--- config.mk ---
export PLATFORM = sky130hd
export DESIGN_NAME = lc3_operate_exec
export DESIGN_NICKNAME = d
export VERILOG_FILES = /design/src/rtl/lc3_pkg.sv /design/src/rtl/lc3_alu.sv /design/src/rtl/lc3_operate_exec.sv
export SDC_FILE = /design/constraint.sdc
export NUM_CORES = 1
export LEC_CHECK = 0
export ABC_AREA = 0
export ABC_CLOCK_PERIOD_IN_PS = 4800
export CAP_MARGIN = 20
export CORE_MARGIN = 4
export CORE_UTILIZATION = 24
export DETAILED_ROUTE_END_ITERATION = 8
export GPL_ROUTABILITY_DRIVEN = 0
export GPL_TIMING_DRIVEN = 0
export SKIP_LAST_GASP = 1
export SYNTH_ARGS = -nofsm -noshare
export SYNTH_HDL_FRONTEND = slang
export SYNTH_SLANG_ARGS = --single-unit
--- constraint.sdc ---
create_clock -name clk -period 4.8 [get_ports clk]
set_input_delay 0.48 -clock clk [delete_from_list [all_inputs] [get_ports clk]]
set_output_delay 0.48 -clock clk [all_outputs]
set_load 0.02 [all_outputs]
--- src/rtl/lc3_pkg.sv ---
// Shared LC-3 definitions: opcodes, stage FSM states, NZP reset value, immediate sign extension.
package lc3_pkg;

  localparam logic [3:0] OP_ADD = 4'b0001;
  localparam logic [3:0] OP_AND = 4'b0101;
  localparam logic [3:0] OP_NOT = 4'b1001;

  localparam logic [2:0] NZP_RESET_DEFAULT = 3'b010;

  typedef enum logic [2:0] {
    ST_IDLE,
    ST_READ,
    ST_EXEC,
    ST_WB,
    ST_ERR
  } state_t;

  typedef enum logic [1:0] {
    ALU_ADD,
    ALU_AND,
    ALU_NOT
  } alu_op_t;

  function automatic logic [15:0] sext5(input logic [4:0] imm);
    return {{11{imm[4]}}, imm};
  endfunction

endpackage

--- src/rtl/lc3_alu.sv ---
// Combinational LC-3 operate ALU: result of ADD/AND/NOT plus the condition codes it would set.
// Zero latency; no flow control.
module lc3_alu
  import lc3_pkg::*;
#(
  parameter int WIDTH = 16
) (
  input  logic [WIDTH-1:0] a,
  input  logic [WIDTH-1:0] b,
  input  alu_op_t          op,
  output logic [WIDTH-1:0] result,
  output logic [2:0]       nzp_next
);

  always_comb begin
    case (op)
      ALU_AND: result = a & b;
      ALU_NOT: result = ~a;
      default: result = a + b;
    endcase

    if (result[WIDTH-1])     nzp_next = 3'b100;
    else if (result == '0)   nzp_next = 3'b010;
    else                     nzp_next = 3'b001;
  end

endmodule

--- src/rtl/lc3_operate_exec.sv ---
// LC-3 ADD/AND/NOT execute/writeback stage owning NZP; STRICT_DECODE_EN rejects nonzero reserved fields.
// Accept-to-WB 3 cycles, one instruction per 4 cycles; instr_ready only in IDLE, nothing buffered.
module lc3_operate_exec
  import lc3_pkg::*;
#(
  parameter int         WIDTH     = 16,
  parameter logic [2:0] NZP_RESET = NZP_RESET_DEFAULT
) (
  input  logic             clk,
  input  logic             reset,
  input  logic [15:0]      instr,
  input  logic             instr_valid,
  output logic             instr_ready,
  output logic [2:0]       SR0,
  output logic [2:0]       SR1,
  input  logic [WIDTH-1:0] rf_out0,
  input  logic [WIDTH-1:0] rf_out1,
  output logic [WIDTH-1:0] Bus,
  output logic [2:0]       DR,
  output logic             WE,
  output logic [2:0]       nzp,
  output logic             done,
  output logic             illegal
);

  state_t           state, state_nxt;
  logic [15:0]      ir;
  logic [WIDTH-1:0] op_a, op_b, res_q;
  logic [WIDTH-1:0] alu_b, alu_res;
  logic [2:0]       alu_nzp, nzp_q, nzp_r;
  alu_op_t          alu_op;
  logic             accept, legal;

  assign accept = instr_valid & instr_ready;

  always_comb begin
    case (instr[15:12])
      OP_ADD, OP_AND, OP_NOT: legal = 1'b1;
      default:                legal = 1'b0;
    endcase
`ifdef STRICT_DECODE_EN
    if (instr[15:12] == OP_NOT && instr[5:0] != 6'b111111)
      legal = 1'b0;
    if ((instr[15:12] == OP_ADD || instr[15:12] == OP_AND) && !instr[5] && instr[4:3] != 2'b00)
      legal = 1'b0;
`endif
  end

  always_ff @(posedge clk) begin
    if (reset) state <= ST_IDLE;
    else       state <= state_nxt;
  end

  always_comb begin
    state_nxt = state;
    case (state)
      ST_IDLE: if (accept) state_nxt = legal ? ST_READ : ST_ERR;
      ST_READ: state_nxt = ST_EXEC;
      ST_EXEC: state_nxt = ST_WB;
      ST_WB:   state_nxt = ST_IDLE;
      ST_ERR:  state_nxt = ST_IDLE;
      default: state_nxt = ST_IDLE;
    endcase
  end

  always_comb begin
    instr_ready = (state == ST_IDLE) & ~reset;
    WE          = (state == ST_WB);
    done        = (state == ST_WB);
    illegal     = (state == ST_ERR);
    Bus         = (state == ST_WB) ? res_q : '0;
  end

  assign SR0 = ir[8:6];
  assign SR1 = ir[2:0];
  assign DR  = ir[11:9];
  assign nzp = nzp_r;

  always_comb begin
    case (ir[15:12])
      OP_AND:  alu_op = ALU_AND;
      OP_NOT:  alu_op = ALU_NOT;
      default: alu_op = ALU_ADD;
    endcase
    alu_b = ir[5] ? WIDTH'($signed(sext5(ir[4:0]))) : op_b;
  end

  lc3_alu #(.WIDTH(WIDTH)) u_alu (
    .a        (op_a),
    .b        (alu_b),
    .op       (alu_op),
    .result   (alu_res),
    .nzp_next (alu_nzp)
  );

  // nzp_q holds the codes of the pending result; they only reach nzp_r when WB commits
  always_ff @(posedge clk) begin
    if (reset) begin
      ir    <= '0;
      op_a  <= '0;
      op_b  <= '0;
      res_q <= '0;
      nzp_q <= NZP_RESET;
      nzp_r <= NZP_RESET;
    end else begin
      if (accept) ir <= instr;
      if (state == ST_READ) begin
        op_a <= rf_out0;
        op_b <= rf_out1;
      end
      if (state == ST_EXEC) begin
        res_q <= alu_res;
        nzp_q <= alu_nzp;
      end
      if (state == ST_WB) nzp_r <= nzp_q;
    end
  end

endmodule

[After elaboration in Yosys (flattened, before gate mapping)]
Index checks and enable logic that the tools add are counted.
Word-level totals
  register bits: 73
  bits of input ports: 51
  output and inout port bits: 32
  logic and storage cells: 38
Operators by class
  add/subtract/negate cells: 1
  eq/ne operators: 12
  multiplexer cells: 10
  bitwise logic cells: 5
  reductions and logical operators: 3
Operators by type and width (number)
  $mux 16: 2
  $pmux 16 s2: 1
  $add 16x16->16: 1
  $and 16x16->16: 1
  $logic_not 16->1: 1
  $not 16->16: 1
  $mux 3: 3
  $pmux 3 s3: 1
  $eq 4x3->1 const B: 2
  $eq 4x4->1 const B: 2
  $eq 3x2->1 const B: 2
  $eq 4x1->1 const B: 1
  $pmux 2 s2: 1
  $eq 3x1->1 const B: 1
  $eq 3x3->1 const B: 1
  $logic_not 3->1: 1
  $reduce_or 3->1: 1
  $and 1x1->1: 2
  $eq 2x1->1 const B: 1
  $eq 2x2->1 const B: 1
  $mux 2: 1
  $ne 2x2->1 const B: 1
  $mux 1: 1
  $not 1->1: 1

[Longest topological paths before layout]
Gate-level depths: netlist (run 1).
  word-level depth: 7
  mapped depth: 13
  mapped depth without buffers: 11

[Modules after synthesis]
Synthesis (run 1) repeated with hierarchy kept, for this count alone.
Second synthesis, totals
  cells, all modules: 558
  area, all modules: 4259.1 µm²
Modules (own cells, without submodules)
  lc3_operate_exec: instances 1, cells an instance 350, area an instance 2895.3 µm², seq. area each 1461.4 µm²
  lc3_alu: instances 1, cells an instance 208, area an instance 1363.8 µm², seq. area each 0.0 µm²

[Least setup slack after synthesis (run 1)]
No wires, ideal clock.
  path type: flip-flop to flip-flop
  from: reg ir[5]
  to: reg nzp_q[0]
  library setup time: 0.115 ns
  arrival: 2.956 ns
  required time: 4.685 ns
  path slack: 1.729 ns
  cell stages (with the launch flop): 12
  buffers on the path: 1
  clock period less this slack: 3.071 ns
  cells stage by stage: dfxtp_1 > clkbuf_1 > mux2_2 > ha_1 > fa_1 > a211oi_2 > o21bai_1 > a21oi_2 > o21ai_0 > xor2_1 > a2111o_1 > o21a_1
On the way
  cells in the longest elaborated chain, start to end: 6
  elaborated cells between the ends (all ways): 7
  those cells by class: add/sub (1); mux (4); bitwise (1); reduce/logical (1)
Ends and longest elaborated chain
  start, declared: line lc3_operate_exec.sv:27  | logic [15:0] ir;
  start signal, assigned: line lc3_operate_exec.sv:106  | if (accept) ir <= instr;
  $mux 16 *: line lc3_operate_exec.sv:85  | alu_b = ir[5] ? WIDTH'($signed(sext5(ir[4:0]))) : op_b;
  $add 16x16->16 / $and 16x16->16 (equally long branches): line lc3_alu.sv:19, lc3_alu.sv:17
  $pmux 16 s2 *: line lc3_alu.sv:16  | case (op)
  $logic_not 16->1: line lc3_alu.sv:23  | else if (result == '0) nzp_next = 3'b010;
  $mux 2: line lc3_alu.sv:23
  $mux 3 *: line lc3_alu.sv:22  | if (result[WIDTH-1]) nzp_next = 3'b100;
  end signal, assigned: line lc3_operate_exec.sv:113  | nzp_q <= alu_nzp;
  end, declared: line lc3_operate_exec.sv:30  | logic [2:0] alu_nzp, nzp_q, nzp_r;
Mark *: on every way between the ends. The rest lies on a longest branch, timed or not.
A chain may end at the register's enable or synchronous reset.

[Final worst setup path (run 1)]
Ends and elaborated chain as after synthesis.

==> results of run 1 <==
-- cell usage in the layout (no fill, tap or decap), types with 3 or more instances in the layout --
master             n
nand2_1          130
clkdlybuf4s50_1   81
dfxtp_1           72
a21oi_1           66
clkbuf_1          36
inv_1             30
nand3b_1          20
and2_1            20
nor2_1            20
o21ai_0           19
ha_1              18
buf_4             10
clkbuf_16          9
a221oi_1           8
buf_2              7
nor3_1             7
xnor2_1            7
nor2b_1            6
a31oi_1            5
o211ai_1           5
a211oi_1           5
o21a_1             5
a221o_1            5
a211o_1            5
mux2_2             4
nor4_1             4
a21o_1             4
xor2_1             4
nand4_1            4
a22oi_1            4
mux2i_1            4
a21oi_2            3
buf_6              3
and3_1             3
nand3_1            3
clkinvlp_4         3
-- sequential cells by signal (all words and copies together) (netlist names) --
signal	count
op_b	16
op_a	16
res_q	16
nzp	3
ir	16
nzp_q	2
state	3
-- path summary, 6_finish.rpt --
kind / start / endpoint / slack (ns)
worst min-delay path: res_q[9]$_SDFFE_PP0P_ / res_q[9]$_SDFFE_PP0P_ / 0.45
worst max-delay path: ir[5]$_SDFFE_PP0P_ / nzp_q[0]$_SDFFE_PP0P_ / 1.35
worst max register to register: ir[5]$_SDFFE_PP0P_ / nzp_q[0]$_SDFFE_PP0P_ / 1.35
worst min register to register: res_q[9]$_SDFFE_PP0P_ / res_q[9]$_SDFFE_PP0P_ / 0.45
-- stage by stage --
| stage | hold WS (ns) | utilization, % | power (uW) | setup WS [ns] |
|---|---|---|---|---|
| final | 0.447 | 32.6 | 1500 | 1.35 |
| after detailed placement | 0.444 | 31.0 | 890 | 1.37 |
| after global placement | 0.437 | 31.0 | 888 | 1.39 |
| after floorplan | 0.427 | - | 788 | 1.73 |
| after global routing | 0.481 | 32.6 | 1560 | 1.14 |
| after CTS | 0.451 | 32.6 | 1510 | 1.36 |
-- per-layer routing --
| layer | part of all wire, % | routed length [um] | global-route usage [%] |
|---|---|---|---|
| met4 | 1.9 | 239 | 5.05 |
| met2 | 42 | 5240 | 18.8 |
| met5 | 0 | 0 | 0 |
| met3 | 5.8 | 735 | 2.22 |
| met1 | 51 | 6360 | 17.7 |
-- Yosys cell counts (all sizes together) (7+ instances only) --
cell type	n
nand2	130
dfxtp	72
a21oi	69
clkbuf	35
inv	30
and2	22
buf	20
nand3b	20
nor2	20
o21ai	20
ha	18
a221oi	8
a211oi	7
nor3	7
xnor2	7
-- tightest hold or removal path, delay by kind of cell, from the launching register on --
family	cells	cell delay, ns
compound gates	1	0.05
simple gates	1	0.05
flops	1	0.30
-- cell type report --
| cell class | count | share of cell area, % |
|---|---|---|
| clock inverters | 5 | 0.571 |
| plain buffers | 55 | 4.83 |
| inverters | 30 | 1.98 |
| well taps | 225 | 4.94 |
| clock buffers | 11 | 4.26 |
| multi-input cells | 418 | 43.9 |
| repair buffers | 81 | 14.2 |
| flip-flops and latches | 72 | 25.3 |
-- cell families (layout without fill, tap and decap cells) --
group / after synthesis / after routing
AOI/OAI and AO/OA: 151 / 151
xor gates and xnor gates: 11 / 11
adders and majority gates: 19 / 19
buffers and inverters: 85 / 182
DFF: 72 / 72
muxes: 8 / 8
and+or+nand+nor: 229 / 229
-- power by group --
group	leakage [uW]	switching (uW)	internal, uW
combinational	0.00145	126	115
clock	0.000128	259	362
sequential	0.000584	14.6	621
total	0.00216	399	1100
==> flow_summary.json, run 1 <==
{
  "min_period_ns": 3.45,
  "fin_cells": 897,
  "clock_skew_ns": 0.00792,
  "nFillCells": 1885,
  "cp-start-kind": "flop",
  "ir_drop_uv": 173,
  "crit_buf_inv": 1,
  "worstMarginPinSlew_ns": 0.698,
  "cts-root-buf": "clkbuf_16",
  "gr-usage-all-layers_pct": 12.5,
  "place_area_um2": 5420,
  "end_kind": "flop",
  "grt_max_degree": 13,
  "rsz0062_at_grt": "false",
  "vias_per_cell": 4.62,
  "cts_max_path_buffers": 2,
  "hold_path.class": "flop to flop",
  "area_growth_pct": 31.6,
  "power_density_nw_per_um2": 263,
  "synth_area_per_cell_um2": 7.52,
  "post-cts-setup-buffers": 0,
  "synth_simple_gate_area_share_pct": 25.2,
  "io_pins": 83,
  "port_buffers": 81,
  "dp_hpwl_um": 10100,
  "synth_nets": 645,
  "finalMaxSlewViolations": 0,
  "cap_violations": 0,
  "synth_top_area_share_pct": 33.3,
  "cp_slowest_cell": "a2111o_1",
  "htreeDepth": 3,
  "die_x_um": 142,
  "fin_crit_sh_pct": 71.9,
  "critPathRequiredTime_ns": 5.04,
  "synth-edff-count": 0,
  "setup_viol": 0,
  "firstDrtPassIters": 4,
  "antenna_left": 0,
  "multiInputGateArea_um2": 2500,
  "start_util_pct": 24.8,
  "grt_pass1_wl_um": 20300,
  "yosys.area_share.adder_pct": 5.67,
  "antenna_found_initial": 0,
  "outcome": "completed",
  "die_h_um": 142,
  "crit_type": "flop to flop",
  "stdcell_area_um2": 5690,
  "synth.cell_area_um2": 4330,
  "path_cells": "clkbuf_1 -> mux2_2 -> ha_1 -> fa_1 -> a211oi_2 -> o21bai_1 -> a21oi_2 -> o21ai_0 -> xor2_1 -> a2111o_1 -> o21a_1",
  "grt_pass1_vias": 3951,
  "fp.dieArea_um2": 20200,
  "muxShareOfSynthArea_pct": 1.97,
  "ys_types": 56,
  "netlist_top_cells_area": "dfxtp_1 33%, nand2_1 11%, a21oi_1 7.6%",
  "slew_headroom_pct": 53.3,
  "syn_inst": 575,
  "insertedDiodeCount": 0,
  "yosysTopAreaCell": "dfxtp_1",
  "power.leakage_uw": 0.00216,
  "synthArstFlopShare_pct": 0,
  "core_um2": 17500,
  "drtIter0Drc": 194,
  "final_nets": 737,
  "fmax_mhz": 290,
  "clkSinkCount": 72,
  "ys_warn_count": 0,
  "detail_route.drc_violations": 0,
  "cp.depth": 11,
  "synth_ff_type": "dfxtp_1",
  "slowest_delay_ns": 0.47,
  "wirelength_um": 12600,
  "drive_gt1_share_pct": 7.29,
  "synthXorXnorAreaFrac_pct": 2.23,
  "rows": 48,
  "synth_top_family_by_area": "simple AND/OR/NAND/NOR gates",
  "synth_compound_area_share_pct": 22.7,
  "cts_tree": "done",
  "crit_family": "compound AO/OA/AOI/OAI gates",
  "finalHoldViolations": 0,
  "cp.arrival_ns": 3.69,
  "dp.cells": 881,
  "final-seq-area_um2": 1440,
  "fin_tns_setup_ns": 0,
  "dr_total_vias": 4140,
  "cts_buffers": 9,
  "crit_fanout": 9,
  "ys_ff_latch": 72,
  "cts_resized": 0,
  "overflow": 0,
  "clkTransAtPathRegs_ns": 0.06,
  "hold_depth": 2,
  "clk_latency_ns": 0.35,
  "wl_per_cell_um": 14.0,
  "reg2reg_depth": 11,
  "hold_buffers": 0,
  "ys_seq_area_share_pct": 33.3
}
No activity file was read; power rests on OpenSTA's default activity.
==> run 2: changes to the inputs <==
--- a/config.mk
+++ b/config.mk
@@ -6,7 +6,7 @@
 export NUM_CORES = 1
 export LEC_CHECK = 0
 export ABC_AREA = 0
-export ABC_CLOCK_PERIOD_IN_PS = 4800
+export ABC_CLOCK_PERIOD_IN_PS = 3100
 export CAP_MARGIN = 20
 export CORE_MARGIN = 4
 export CORE_UTILIZATION = 24
==> constraint.sdc (replaced) <==
create_clock -name clk -period 3.1 [get_ports clk]
set_input_delay 0.31 -clock clk [delete_from_list [all_inputs] [get_ports clk]]
set_output_delay 0.31 -clock clk [all_outputs]
set_load 0.02 [all_outputs]
==> flow_summary.json, run 2 (synthesis gave the netlist of run 1 again) <==
{
  "clock_skew_ns": 0.00783,
  "cts-root-buf": "clkbuf_16",
  "htreeDepth": 3,
  "reg2reg_to": "nzp_q[0]$_SDFFE_PP0P_",
  "area_growth_pct": 32.8,
  "min_period_ns": 3.00,
  "slowest_delay_ns": 0.46,
  "fp.dieArea_um2": 20200,
  "layout_commonest_cell": "nand2_1",
  "gr-usage-all-layers_pct": 12.5,
  "reg2reg_slack_ns": 0.1,
  "power_density_nw_per_um2": 404,
  "detail_route.drc_violations": 0,
  "wl_per_cell_um": 14.0,
  "reg2reg_depth": 10,
  "cp.arrival_ns": 3.24,
  "core_um2": 17500,
  "crit_type": "flop to flop",
  "mostFrequentLayoutCells": "130 x nand2_1, 81 x clkdlybuf4s50_1, 71 x dfxtp_1, 66 x a21oi_1, 32 x clkbuf_1",
  "path_cells": "mux2_2 -> ha_2 -> fa_2 -> a211oi_4 -> o21bai_4 -> a21oi_4 -> o21ai_1 -> xor2_1 -> a2111o_1 -> o21a_1",
  "vias_per_cell": 4.61,
  "crit_family": "compound AO/OA/AOI/OAI gates",
  "fin_util_pct": 32.9,
  "clk_latency_ns": 0.35,
  "port_buffers": 81,
  "total_power_uw": 2320,
  "die_h_um": 142,
  "crit_buf_inv": 0,
  "start_util_pct": 24.8,
  "insertedDiodeCount": 0,
  "setup_viol": 0,
  "firstDrtPassIters": 4,
  "rsz0062_at_grt": "false",
  "crit_end": "nzp_q[0]$_SDFFE_PP0P_",
  "cp-startpoint": "ir[5]$_SDFFE_PP0P_",
  "crit_fanout": 7,
  "worstMarginPinSlew_ns": 0.731,
  "cap_violations": 0,
  "wl_met2_um": 5250,
  "cp-start-kind": "flop",
  "cp.depth": 10,
  "grt_pass1_vias": 3949,
  "end_kind": "flop",
  "antenna_found_initial": 0,
  "overflow": 0,
  "cp_slowest_cell": "a2111o_1",
  "slew_headroom_pct": 51.1,
  "outcome": "completed",
  "fin_crit_sh_pct": 96.8,
  "grt_pass1_wl_um": 20300,
  "clkSinkCount": 72,
  "grt_max_degree": 13,
  "reg2reg_from": "ir[5]$_SDFFE_PP0P_",
  "dp_hpwl_um": 10100,
  "drtIter0Drc": 149,
  "cts_buffers": 9,
  "dr_total_vias": 4134,
  "critPathRequiredTime_ns": 3.34,
  "finalMaxSlewViolations": 0,
  "die_x_um": 142,
  "cts_max_path_buffers": 2,
  "final_nets": 737,
  "power.leakage_uw": 0.00218,
  "drive_gt1_share_pct": 8.63,
  "antenna_left": 0,
  "fmax_mhz": 333,
  "rows": 48,
  "finalHoldViolations": 0,
  "wl_met1_um": 6190,
  "hold_path.class": "flop to flop",
  "clkTransAtPathRegs_ns": 0.06,
  "io_pins": 83,
  "wirelength_um": 12600,
  "route.met3.wl_um": 888,
  "cts_tree": "done",
  "highest_layer": "met4",
  "ir_drop_uv": 269
}
==> run 2: cell count changes in the layout (fill, tap and decap cells not counted), sizes merged <==
cell	change
buf	+2
clkbuf	-2
==> run 2: cell type report <==
class                   instances  area, um^2
multi-input cells             418        2530
plain buffers                  53         270
repair buffers                 83         826
inverters                      30         113
flip-flops and latches         72        1450
clock inverters                 5        32.5
fillers                      1885       11700
well taps                     225         282
clock buffers                  11         243
==> run 2: worst min-delay path, stage by stage, from the launching register on <==
cell,delay [ns]
dfxtp_1,0.30
nand2_1,0.05
a21oi_1,0.05
==> run 2: what timing repair did <==
action                     in CTS  in global routing
hold buffers                    0                  0
setup endpoints to repair       4                  4
gates cloned                    0                  0
pin swaps                       3                  6
setup buffers                   0                  2
resized for setup               3                 12
==> run 2: power by group <==
part           total (uW)  switching [uW]  internal, uW
registers             986            24.6           961
clock network         960             401           560
logic                 375             194           181
==> run 2: worst min path at each step <==
stage	endpoint	depth (start not counted)	slack (ns)	from
after global routing	res_q[9]$_SDFFE_PP0P_	2	0.48	res_q[9]$_SDFFE_PP0P_
after detailed placement	res_q[0]$_SDFFE_PP0P_	2	0.44	res_q[0]$_SDFFE_PP0P_
after global placement	res_q[10]$_SDFFE_PP0P_	2	0.44	res_q[10]$_SDFFE_PP0P_
after floorplan	ir[0]$_SDFFE_PP0P_	2	0.41	instr[0]
after CTS	res_q[0]$_SDFFE_PP0P_	2	0.45	res_q[0]$_SDFFE_PP0P_
final	res_q[9]$_SDFFE_PP0P_	2	0.45	res_q[9]$_SDFFE_PP0P_
==> run 2: through the flow <==
stage / hold WS [ns] / area, um^2 / setup TNS, ns / cells / worst slack (ns)
detailed placement: 0.444 / 5420 / -0.762 / 881 / -0.333
finish: 0.447 / 5750 / 0 / 897 / 0.0993
global placement: 0.437 / 5420 / -0.760 / 881 / -0.311
floorplan: 0.409 / 4330 / 0 / 575 / 0.0293
global route: 0.481 / 5750 / 0 / 897 / 0.00786
CTS: 0.451 / 5700 / 0 / 896 / 0.0424
==> run 2: metal layers <==
metal  up-vias  global-route usage (%)
met4         0                    5.05
met1      1834                    17.7
met3        19                    2.22
met5         -                       0
met2       119                    18.8
li1       2162                       -
